### src/rtl/zjh_jk_tester.sv
// zjh_jk_tester: drives a 74HC112-style JK flip-flop through a fixed 16-step vector sequence and checks Q/Qn
module zjh_jk_tester #(
    parameter int CLK_DIV = 4
) (
    input  logic       Clk,
    input  logic       Rst,
    input  logic       Start,
    output logic       Dut_Set_N,
    output logic       Dut_Rst_N,
    output logic       Dut_Clk_N,
    output logic       Dut_J,
    output logic       Dut_K,
    input  logic       Dut_Q,
    input  logic       Dut_Qn,
    output logic       Busy,
    output logic       Done,
    output logic       Pass,
    output logic [4:0] Err_Cnt,
    output logic [3:0] Fail_Step
);
    typedef enum logic [1:0] {IDLE, HIGH, LOW, FINISH} state_t;
    // {Set_N, Rst_N, J, K} per step, step 0 in the low nibble
    localparam logic [63:0] VECS = {4'hC, 4'hF, 4'hE, 4'hE, 4'hD, 4'hF, 4'hF, 4'hF,
                                    4'hC, 4'hD, 4'hC, 4'hE, 4'h8, 4'h0, 4'h4, 4'h8};
    localparam logic [7:0] DIV_LAST = 8'(CLK_DIV - 1);
    state_t     r_state;
    logic [7:0] r_div;
    logic [3:0] r_step;
    logic       r_set_n, r_rst_n, r_clk_n, r_j, r_k;
    logic       r_exp_q, r_exp_qn;
    logic       r_busy, r_done, r_pass;
    logic [4:0] r_err;
    logic [3:0] r_fail;
    logic       w_div_end, w_mis, w_jk_q;
    logic [3:0] w_nstep, w_nvec;
    logic [4:0] w_err_nx;
    assign w_div_end = r_div == DIV_LAST;
    assign w_nstep   = r_step + 4'd1;
    assign w_nvec    = VECS[{w_nstep, 2'b00} +: 4];
    assign w_mis     = (Dut_Q != r_exp_q) || (Dut_Qn != r_exp_qn);
    assign w_jk_q    = (r_j & ~r_exp_q) | (~r_k & r_exp_q);
    assign w_err_nx  = r_err + {4'd0, w_mis && (r_err != 5'd16)};
    always_ff @(posedge Clk or posedge Rst) begin
        if (Rst) begin
            r_state <= IDLE;
            r_div   <= '0;
            r_step  <= '0;
            {r_set_n, r_rst_n, r_clk_n, r_j, r_k} <= 5'b11100;
            r_exp_q  <= 1'b0;
            r_exp_qn <= 1'b1;
            r_busy  <= 1'b0;
            r_done  <= 1'b0;
            r_pass  <= 1'b0;
            r_err   <= '0;
            r_fail  <= '0;
        end else begin
            case (r_state)
                IDLE: if (Start) begin
                    r_state <= HIGH;
                    r_div   <= '0;
                    r_step  <= '0;
                    r_err   <= '0;
                    r_fail  <= '0;
                    r_pass  <= 1'b0;
                    r_busy  <= 1'b1;
                    r_clk_n <= 1'b1;
                    {r_set_n, r_rst_n, r_j, r_k} <= VECS[3:0];
                end
                HIGH: if (w_div_end) begin
                    r_state <= LOW;
                    r_div   <= '0;
                    r_clk_n <= 1'b0;
                    // reference flip-flop advances on the same falling edge as the real one
                    r_exp_q  <= !r_set_n ? 1'b1 : !r_rst_n ? 1'b0 : w_jk_q;
                    r_exp_qn <= !r_rst_n ? 1'b1 : !r_set_n ? 1'b0 : ~w_jk_q;
                end else begin
                    r_div <= r_div + 8'd1;
                end
                LOW: if (w_div_end) begin
                    r_err   <= w_err_nx;
                    r_div   <= '0;
                    r_clk_n <= 1'b1;
                    if (w_mis && r_err == 5'd0)
                        r_fail <= r_step;
                    if (r_step == 4'd15) begin
                        r_state <= FINISH;
                        r_busy  <= 1'b0;
                        r_done  <= 1'b1;
                        r_pass  <= w_err_nx == 5'd0;
                        {r_set_n, r_rst_n, r_j, r_k} <= 4'b1100;
                    end else begin
                        r_state <= HIGH;
                        r_step  <= w_nstep;
                        {r_set_n, r_rst_n, r_j, r_k} <= w_nvec;
                    end
                end else begin
                    r_div <= r_div + 8'd1;
                end
                default: begin
                    r_done  <= 1'b0;
                    r_state <= IDLE;
                end
            endcase
        end
    end
    assign Dut_Set_N = r_set_n;
    assign Dut_Rst_N = r_rst_n;
    assign Dut_Clk_N = r_clk_n;
    assign Dut_J     = r_j;
    assign Dut_K     = r_k;
    assign Busy      = r_busy;
    assign Done      = r_done;
    assign Pass      = r_pass;
    assign Err_Cnt   = r_err;
    assign Fail_Step = r_fail;
endmodule

### config.mk
export PLATFORM = sky130hd
export DESIGN_NAME = zjh_jk_tester
export DESIGN_NICKNAME = d
export VERILOG_FILES = /design/src/rtl/zjh_jk_tester.sv
export SDC_FILE = /design/constraint.sdc
export NUM_CORES = 1
export LEC_CHECK = 0
export CAP_MARGIN = 20
export CORE_MARGIN = 3
export CORE_UTILIZATION = 60
export CTS_CLUSTER_SIZE = 24
export DETAILED_ROUTE_END_ITERATION = 10
export PLACE_DENSITY = 0.84
export RECOVER_POWER = 100
export SYNTH_ARGS = -nofsm -noshare
export SYNTH_HDL_FRONTEND = slang
export SYNTH_SLANG_ARGS = --single-unit
### constraint.sdc
create_clock -name Clk -period 7.15 [get_ports Clk]
set_clock_uncertainty 0.2 [all_clocks]
set_input_delay 0.715 -clock Clk [delete_from_list [all_inputs] [get_ports Clk]]
set_output_delay 0.715 -clock Clk [all_outputs]
set_load 0.01 [all_outputs]
Word level (Yosys, flattened, before mapping):

Cells that the tools add are included.

* register bits after elaboration: 33

* add/sub/neg operators: 3
* equal/unequal tests: 13
* shift-type cells: 1
* muxes and demuxes: 48
* bitwise gates (word level): 7
* reductions and logical operators: 20

Operator list (count)
* $shiftx A64 B7 Y4 const A: 1
* $mux W1: 22
* $mux W4: 5
* $mux W8: 2
* $pmux W4 S2: 2
* $pmux W8 S2: 1
* $reduce_and A4 Y1: 4
* $pmux W1 S2: 7
* $ne A2 B2 Y1 const B: 6
* $logic_not A5 Y1: 2
* $mux W5: 2
* $pmux W5 S2: 1
* $reduce_and A3 Y1: 3
* $add A8 B1 Y8 const B: 1
* $eq A8 B2 Y1 const B: 1
* $mux W2: 4
* $pmux W2 S3: 1
* $add A5 B1 Y5: 1
* $ne A5 B5 Y1 const B: 1
* $add A4 B1 Y4 const B: 1
* $eq A4 B4 Y1 const B: 1
* $not A1 Y1: 4
* $reduce_and A2 Y1: 2
* $reduce_bool A2 Y1: 2
* 11 further kinds: 15

Longest topological paths before layout:

Gate-level depths: netlist of run 1.

* depth after elaboration: 8
* depth in mapped cells: 8
* depth with buffers taken out: 8

Worst setup path before layout of run 1:

No wires, ideal clock.

* path kind: register to register
* start: register r_err[1] (netlist: Err_Cnt[1])
* end: register r_pass (netlist: Pass)
* setup time: 0.095 ns
* arrival time: 2.274 ns
* data required time: 6.855 ns
* slack: 4.580 ns
* stages on the path, launching flop included: 8
* path through: dfrtp_1 or4_2 nor2_1 nor2_1 ha_1 ha_1 or3_1 o31ai_1

* word-level cells in the longest chain between the ends: 7

RTL lines
* start, declared: RTL line 32 `logic [4:0] r_err;`
* start signal, assigned: RTL line 80 `r_err <= w_err_nx;`
* $ne A5 B5 Y1: RTL line 42 `assign w_err_nx = r_err + {4'd0, w_mis && (r_err != 5'd16)};`
* $logic_and A1 B1 Y1: RTL line 42
* $add A5 B1 Y5 (*): RTL line 42
* $logic_not A5 Y1 (*): RTL line 89 `r_pass <= w_err_nx == 5'd0;`
* $mux W1 (*): RTL line 85 `if (r_step == 4'd15) begin`
* $mux W1 (*): RTL line 79 `LOW: if (w_div_end) begin`
* $pmux W1 S2 (*): RTL line 57 `case (r_state)`
* end signal, assigned: RTL line 53 `r_pass <= 1'b0;`
* end signal, assigned: RTL line 64 `r_pass <= 1'b0;`
* end signal, assigned: RTL line 89
* end, declared: RTL line 31 `logic r_busy, r_done, r_pass;`

Mark *: on every way between the ends. The rest lies on a longest branch, timed or not. The select of a mux whose other input is x is not followed.
A chain may end at the register's enable or synchronous reset.

Final worst setup path of run 1:

* start: register r_div[0]
* end: register r_set_n (netlist: Dut_Set_N)

* word-level cells in the longest chain between the ends: 3

RTL lines
* start, declared: RTL line 27 `logic [7:0] r_div;`
* start signal, assigned: RTL line 77 `r_div <= r_div + 8'd1;`
* start signal, assigned: RTL line 97 `r_div <= r_div + 8'd1;`
* $eq A8 B2 Y1: RTL line 37 `assign w_div_end = r_div == DIV_LAST;`
* $ne A2 B2 Y1 (no line)
* $reduce_and A3 Y1 (no line)
* end signal, assigned: RTL line 67 `{r_set_n, r_rst_n, r_j, r_k} <= VECS[3:0];`
* end signal, assigned: RTL line 94 `{r_set_n, r_rst_n, r_j, r_k} <= w_nvec;`
* end, declared: RTL line 29 `logic r_set_n, r_rst_n, r_clk_n, r_j, r_k;`

Every way passes these cells.

==> results of run 1 <==
## power groups by stage
stage | Combinational (uW) | Sequential (uW) | Clock, uW
after floorplan | 169 | 242 | 0
after global placement | 211 | 243 | 0
after detailed placement | 218 | 246 | 0
after CTS | 221 | 243 | 148
after global routing | 245 | 247 | 159
final | 219 | 243 | 146
## metal layers
layer / GRT usage [%] / vias to the layer above
met5: 0 / -
met4: 8.71 / 0
met3: 5.10 / 7
met2: 35.6 / 84
met1: 33.9 / 834
li1: - / 807
## sequential cells by signal (all words and copies together) (netlist names), 2 cells and up
signal     flops
r_step         4
Fail_Step      4
r_div          8
Err_Cnt        5
r_state        2
## stage by stage
step,hold WS [ns],cell area [um^2],util [%]
after floorplan,0.264,2030,-
after global placement,0.277,2230,71.4
after detailed placement,0.296,2230,71.4
after CTS,0.312,2320,74.1
after global routing,0.327,2290,73.4
final,0.311,2290,73.4
## worst paths after layout
kind	endpoint	slack, ns	cells after the start	start
setup / recovery	Dut_Set_N$_DFFE_PP1P_	3.83	5	r_div[0]$_DFFE_PP0P_
min in group asynchronous	r_div[7]$_DFFE_PP0P_	1.22	3	Rst
max in group asynchronous	r_step[0]$_DFFE_PP0P_	4.55	3	Rst
setup reg to reg	Dut_Set_N$_DFFE_PP1P_	3.83	5	r_div[0]$_DFFE_PP0P_
hold / removal	Dut_Rst_N$_DFFE_PP1P_	0.31	1	Dut_Rst_N$_DFFE_PP1P_
hold reg to reg	Dut_Rst_N$_DFFE_PP1P_	0.31	1	Dut_Rst_N$_DFFE_PP1P_
## layout make-up
class / count / share of cell area (%)
Timing Repair Buffer: 22 / 9.32
Clock buffer: 7 / 2.40
Sequential cell: 33 / 36.2
Multi-Input combinational cell: 156 / 46.4
Tap cell: 44 / 2.40
Clock inverter: 1 / 1.31
Inverter: 12 / 1.96
## kinds of logic after synthesis
logic type / count (synthesis)
flops: 33
compound gates: 48
buf+inv: 22
simple gates: 76
mux: 10
fa+ha+maj: 12
xor+xnor: 10
## cell usage in the layout, fill, tap and decap left out, types with 2 or more instances in the layout
master,count
nand4_1,7
nand3_1,12
inv_1,11
dfstp_2,4
dlygate4sd3_1,18
clkbuf_1,2
o2bb2ai_1,3
mux2i_1,8
a31oi_1,4
nand2b_1,3
nand2_1,16
o22ai_1,3
a311oi_1,2
nor4_1,4
xor2_1,3
o21ai_0,12
nor3_1,5
nor2_1,15
clkbuf_4,5
ha_1,12
mux2_2,2
o31ai_1,5
xnor2_1,7
a22o_1,4
clkdlybuf4s50_1,3
nor4b_1,3
dfrtp_1,29
a21oi_1,8
==> impl_metrics.sql, run 1 <==
INSERT INTO impl_metrics (metric_group, metric, value, unit) VALUES
('clock_network', 'cts_made_buffers', '5', ''),
('power_and_ir_drop', 'power_frac_clock', '24.0', '%'),
('drt', 'route.vias.total', '1732', ''),
('critical_path', 'timing_worst_setup_path_type', 'register to register', ''),
('synth', 'synth.net_count', '228', ''),
('synth', 'synth_seq_cells', '33', ''),
('finish', 'multi_input_comb_area', '1060', 'um^2'),
('power_and_ir_drop', 'comb_power_share', '36.0', '%'),
('synth', 'synth-compound-area-share', '15.6', '%'),
('synth', 'synth_simple_gate_area_share', '21.1', '%'),
('finish', 'antenna_cells', '0', ''),
('die', 'floorplan.die.height', '64.1', 'um'),
('die', 'floorplan.rows', '20', ''),
('grt', 'grt_antenna_before_repair', '0', ''),
('timing', 'finalSetupViolations', '0', ''),
('finish', 'seqCellArea', '831', 'um^2'),
('timing', 'final_max_slew_viol_count', '34', ''),
('timing', 'unrepaired_setup_endpoints_after_global_routing', 'no', ''),
('critical_path', 'critical_path.max_fanout', '10', ''),
('drt', 'ant_nets', '0', ''),
('clock_network', 'cts.path.max_buffers', '2', ''),
('critical_path', 'crit_family', 'simple AND/OR/NAND/NOR gates', ''),
('finish', 'final-instance-count-excl-fill', '275', ''),
('placed_design', 'placedCellCount', '267', ''),
('critical_path', 'worstPathBufferInverterCount', '0', ''),
('critical_path', 'worst_path_largest_cell_delay', '0.91', 'ns'),
('clock_network', 'postCtsHoldBufs', '0', ''),
('drt', 'remaining_drc_errors', '0', ''),
('clock_network', 'cts.htree.levels', '2', ''),
('timing', 'min_period_over_period', '46.4', '%'),
('drt', 'detail_route.first_pass.iterations', '4', ''),
('clock_network', 'clk_transition_reported_paths', '0.10', 'ns'),
('timing', 'finalWorstSetupSlack', '3.83', 'ns'),
('grt', 'grt_remaining_overflow', '0', ''),
('die', 'die_width', '64.1', 'um'),
('clock_network', 'post_cts.resized_instances', '0', ''),
('finish', 'finalNetCount', '247', ''),
('die', 'core-area', '3130', 'um^2'),
('timing', 'max-slew-margin-rel', '-13.9', '%'),
('synth', 'synth.yosys.seq_area_share', '41.0', '%'),
('critical_path', 'crit_required', '7.22', 'ns'),
('power_and_ir_drop', 'p_int', '377', 'uW'),
('placed_design', 'port_buffers', '21', ''),
('synth', 'synth.most_common_cell', 'dfrtp_1', ''),
('run_status', 'status', 'finished, violations left', ''),
('clock_network', 'postCtsSetupBuffers', '0', ''),
('timing', 'tightest_slew', '1.71', 'ns'),
('run_status', 'violations', 'capacitance limit, slew limit', ''),
('timing', 'clock.fmax', '0.302', 'GHz'),
('finish', 'area_growth_syn_to_layout', '13.3', '%'),
('critical_path', 'cells_traversed_along_the_worst_timing_path', 'ha_1 > nor4b_1 > and2_0 > o21ai_0 > mux2_2', ''),
('grt', 'global_route_wire_length_before_repair', '7.67', 'mm'),
('critical_path', 'crit_path_end_kind', 'register', ''),
('grt', 'first_global_vias', '1613', ''),
('flow_run', 'cap_viol_max_count', '1', ''),
('synth', 'post_synth.cell_area_avg', '9.60', 'um^2'),
('die', 'die-area', '4110', 'um^2'),
('drt', 'met3RoutedLength', '319', 'um'),
('placed_design', 'detailedPlace.worstSlack', '4.27', 'ns'),
('synth', 'yosysUniqueCellTypes', '49', ''),
('critical_path', 'critical_path.slowest_cell', 'nor4b_1', ''),
('clock_network', 'tritoncts', 'yes', ''),
('placed_design', 'half_perimeter_wire_length_after_detailed_placement', '3.13', 'mm'),
('power_and_ir_drop', 'switching_power', '231', 'uW'),
('clock_network', 'cts_root_buf', 'clkbuf_4', ''),
('drt', 'drt_initial_violations', '151', ''),
('synth', 'synth_top_cell_area_share', '35.8', '%'),
('synth', 'post_synth_fa_ha_maj_area_fraction', '7.41', '%'),
('power_and_ir_drop', 'switching_share', '38.0', '%'),
('power_and_ir_drop', 'leakage', '0.00104', 'uW'),
('synth', 'synth_top_area_cell', 'dfrtp_1', '');
No activity file was read; power rests on OpenSTA's default activity.
==> run 2: changes to the inputs <==
--- a/config.mk
+++ b/config.mk
@@ -7,10 +7,10 @@
 export LEC_CHECK = 0
 export CAP_MARGIN = 20
 export CORE_MARGIN = 3
-export CORE_UTILIZATION = 60
+export CORE_UTILIZATION = 51
 export CTS_CLUSTER_SIZE = 24
 export DETAILED_ROUTE_END_ITERATION = 10
-export PLACE_DENSITY = 0.84
+export PLACE_DENSITY = 0.76
 export RECOVER_POWER = 100
 export SYNTH_ARGS = -nofsm -noshare
 export SYNTH_HDL_FRONTEND = slang
==> constraint.sdc (replaced) <==
create_clock -name Clk -period 2.9 [get_ports Clk]
set_clock_uncertainty 0.2 [all_clocks]
set_input_delay 0.29 -clock Clk [delete_from_list [all_inputs] [get_ports Clk]]
set_output_delay 0.29 -clock Clk [all_outputs]
set_load 0.01 [all_outputs]
==> impl_metrics.sql, run 2 (synthesis results as in run 1) <==
INSERT INTO impl_metrics (metric_group, metric, value, unit) VALUES
('run_status', 'status', 'finished, violations left', ''),
('run_status', 'violations', 'capacitance limit, slew limit', ''),
('placed_design', 'port_buffers', '21', ''),
('flow_run', 'cap_viol_max_count', '1', ''),
('critical_path', 'end_point_of_the_critical_path', 'Pass$_DFFE_PP0P_', ''),
('power_and_ir_drop', 'p_int', '959', 'uW'),
('timing', 'final_max_slew_viol_count', '34', ''),
('timing', 'unrepaired_setup_endpoints_after_global_routing', 'no', ''),
('die', 'start_util', '54.1', '%'),
('placed_design', 'half_perimeter_wire_length_after_detailed_placement', '3.23', 'mm'),
('critical_path', 'worstRegToRegCells', '7', ''),
('finish', 'finalNetCount', '251', ''),
('timing', 'totalNegativeSetupSlack', '0', 'ns'),
('timing', 'clock.fmax', '0.372', 'GHz'),
('drt', 'route.vias.total', '1652', ''),
('power_and_ir_drop', 'leakage', '0.00107', 'uW'),
('clock_network', 'cts_root_buf', 'clkbuf_8', ''),
('power_and_ir_drop', 'switching_share', '37.5', '%'),
('finish', 'layout-drive-gt1-share', '9.36', '%'),
('drt', 'remaining_drc_errors', '0', ''),
('timing', 'max-slew-margin-rel', '-19.8', '%'),
('timing', 'holdWs', '0.289', 'ns'),
('critical_path', 'critical_path.reg2reg.endpoint', 'Pass$_DFFE_PP0P_', ''),
('finish', 'top_register_by_number_of_flip_flops', 'r_div', ''),
('worst_hold_path', 'hold_class', 'register to register', ''),
('die', 'floorplan.rows', '22', ''),
('critical_path', 'critical_path.max_fanout', '7', ''),
('clock_network', 'cts_made_buffers', '5', ''),
('grt', 'met1_track_utilization_from_global_routing', '27.2', '%'),
('die', 'floorplan.die.height', '69.0', 'um'),
('clock_network', 'postCtsSetupBuffers', '0', ''),
('grt', 'global_route_wire_length_before_repair', '7.80', 'mm'),
('grt', 'grt_antenna_before_repair', '0', ''),
('critical_path', 'worst_reg2reg_path_startpoint', 'Err_Cnt[1]$_DFFE_PP0P_', ''),
('power_and_ir_drop', 'comb_power_share', '36.1', '%'),
('drt', 'drt_initial_violations', '137', ''),
('power_and_ir_drop', 'switching_power', '576', 'uW'),
('critical_path', 'worst-r2r-setup-slack', '0.21', 'ns'),
('grt', 'routing_usage_on_met3', '5.10', '%'),
('placed_design', 'gp_routability_congestion', '0.806', ''),
('grt', 'globalRoute.busiestLayer', 'met2', ''),
('finish', 'filler_cell_count', '326', ''),
('grt', 'pin_count_of_the_biggest_net_entering_global_routing', '34', ''),
('finish', 'area_growth_syn_to_layout', '16.1', '%'),
('clock_network', 'tritoncts', 'yes', ''),
('worst_hold_path', 'hold_depth', '2', ''),
('grt', 'groute.usage.overall', '20.0', '%'),
('timing', 'tightest_slew', '1.80', 'ns'),
('timing', 'timing.final.crit_period', '2.69', 'ns'),
('drt', 'drt_wl_total', '4.42', 'mm'),
('die', 'core-area', '3740', 'um^2'),
('clock_network', 'cts_sinks', '33', ''),
('power_and_ir_drop', 'max-vdd-ir-drop', '0.000408', 'V'),
('power_and_ir_drop', 'power_frac_clock', '25.0', '%'),
('critical_path', 'crit_required', '2.88', 'ns'),
('drt', 'avgViaCountPerCell', '5.84', ''),
('die', 'number_of_ports_placed_on_the_die_boundary', '22', ''),
('die', 'die-area', '4760', 'um^2'),
('clock_network', 'cts.htree.levels', '2', ''),
('finish', 'largest_register_ffs', '8', ''),
('die', 'die_width', '69.0', 'um'),
('critical_path', 'worst_setup_path_startpoint', 'Err_Cnt[1]$_DFFE_PP0P_', ''),
('critical_path', 'cp_data_arrival_time', '2.67', 'ns'),
('clock_network', 'cts.path.max_buffers', '2', ''),
('drt', 'ant_nets', '0', ''),
('timing', 'finalSetupViolations', '0', ''),
('clock_network', 'postCtsHoldBufs', '0', ''),
('finish', 'most_frequent_standard_cell_in_the_layout_excluding_fill_and_tap_cells', 'dfrtp_1', ''),
('critical_path', 'crit_path_start_kind', 'register', ''),
('grt', 'grt_remaining_overflow', '0', ''),
('finish', 'antenna_cells', '0', ''),
('timing', 'timing_hold_violations_final', '0', ''),
('critical_path', 'crit_path_end_kind', 'register', ''),
('critical_path', 'timing_worst_setup_path_type', 'register to register', ''),
('drt', 'average_routed_wire_per_standard_cell', '15.6', 'um'),
('grt', 'first_global_vias', '1594', ''),
('drt', 'detail_route.first_pass.iterations', '4', ''),
('clock_network', 'clk_transition_reported_paths', '0.07', 'ns'),
('clock_network', 'worstSkewPairLatency', '0.29', 'ns'),
('power_and_ir_drop', 'p_per_area', '653', 'nW/um^2'),
('timing', 'min_period_over_period', '92.7', '%'),
('power_and_ir_drop', 'power.sequential.fraction', '38.9', '%'),
('finish', 'commonest_non_fill_non_tap_cells_in_the_layout', 'dfrtp_1 (29), dlygate4sd3_1 (18), nand2_1 (16)', ''),
('clock_network', 'post_cts.resized_instances', '0', ''),
('grt', 'globalRouteMet2Util', '31.4', '%');
==> run 2: cell types whose count changed in the layout (fill, tap and decap cells not counted), sizes merged <==
cell and change:
buf +3, bufinv -1, clkbuf +1, clkinv +1
==> run 2: power by group through the flow <==
stage               registers [uW]  logic [uW]  clock network (uW)
global placement               601         560                   0
finish                         598         554                 384
floorplan                      596         417                   0
global route                   607         630                 416
detailed placement             607         570                   0
CTS                            597         575                 392
==> run 2: final cells by class <==
class | instances | area (um^2) | share of cell area [%]
tap | 48 | 60.1 | 2.55
clock buffer | 7 | 96.3 | 4.10
timing repair buffer | 26 | 240 | 10.2
clock inverter | 1 | 5.00 | 0.213
multi-input combinational | 156 | 1070 | 45.7
sequential | 33 | 831 | 35.3
inverter | 12 | 45.0 | 1.92
==> run 2: critical path, cell delays in order (launching register included) <==
cell     delay, ns
dfrtp_1       0.45
or4_2         0.67
nor2_1        0.11
nor2_1        0.05
ha_1          0.23
ha_1          0.30
or3_1         0.37
o31ai_1       0.22
==> run 2: routing by layer <==
layer / up-vias / routed length [um]
li1: 816 / -
met4: 0 / 49
met1: 787 / 2070
met2: 42 / 2090
met5: - / 0
met3: 7 / 210
==> run 2: worst min path at each step <==
| stage | from | slack (ns) | endpoint |
|---|---|---|---|
| after floorplan | Start | 0.16 | Dut_Clk_N$_DFFE_PP1P_ |
| after global placement | r_exp_qn$_DFFE_PP1P_ | 0.28 | r_exp_qn$_DFFE_PP1P_ |
| after detailed placement | r_exp_qn$_DFFE_PP1P_ | 0.28 | r_exp_qn$_DFFE_PP1P_ |
| after CTS | Rst | 0.20 | Busy$_DFFE_PP0P_ |
| after global routing | Dut_Rst_N$_DFFE_PP1P_ | 0.31 | Dut_Rst_N$_DFFE_PP1P_ |
| final | r_exp_qn$_DFFE_PP1P_ | 0.29 | r_exp_qn$_DFFE_PP1P_ |
==> run 2: metrics by stage <==
stage | area (um^2) | std cells | setup slack [ns] | power, uW | utilization [%]
finish | 2350 | 283 | 0.213 | 1540 | 62.8
global route | 2350 | 283 | 0.100 | 1650 | 62.8
CTS | 2370 | 283 | 0.189 | 1560 | 63.3
detailed placement | 2270 | 275 | 0.201 | 1180 | 60.6
global placement | 2270 | 275 | 0.309 | 1160 | 60.6
floorplan | 2030 | 211 | 0.330 | 1010 | -
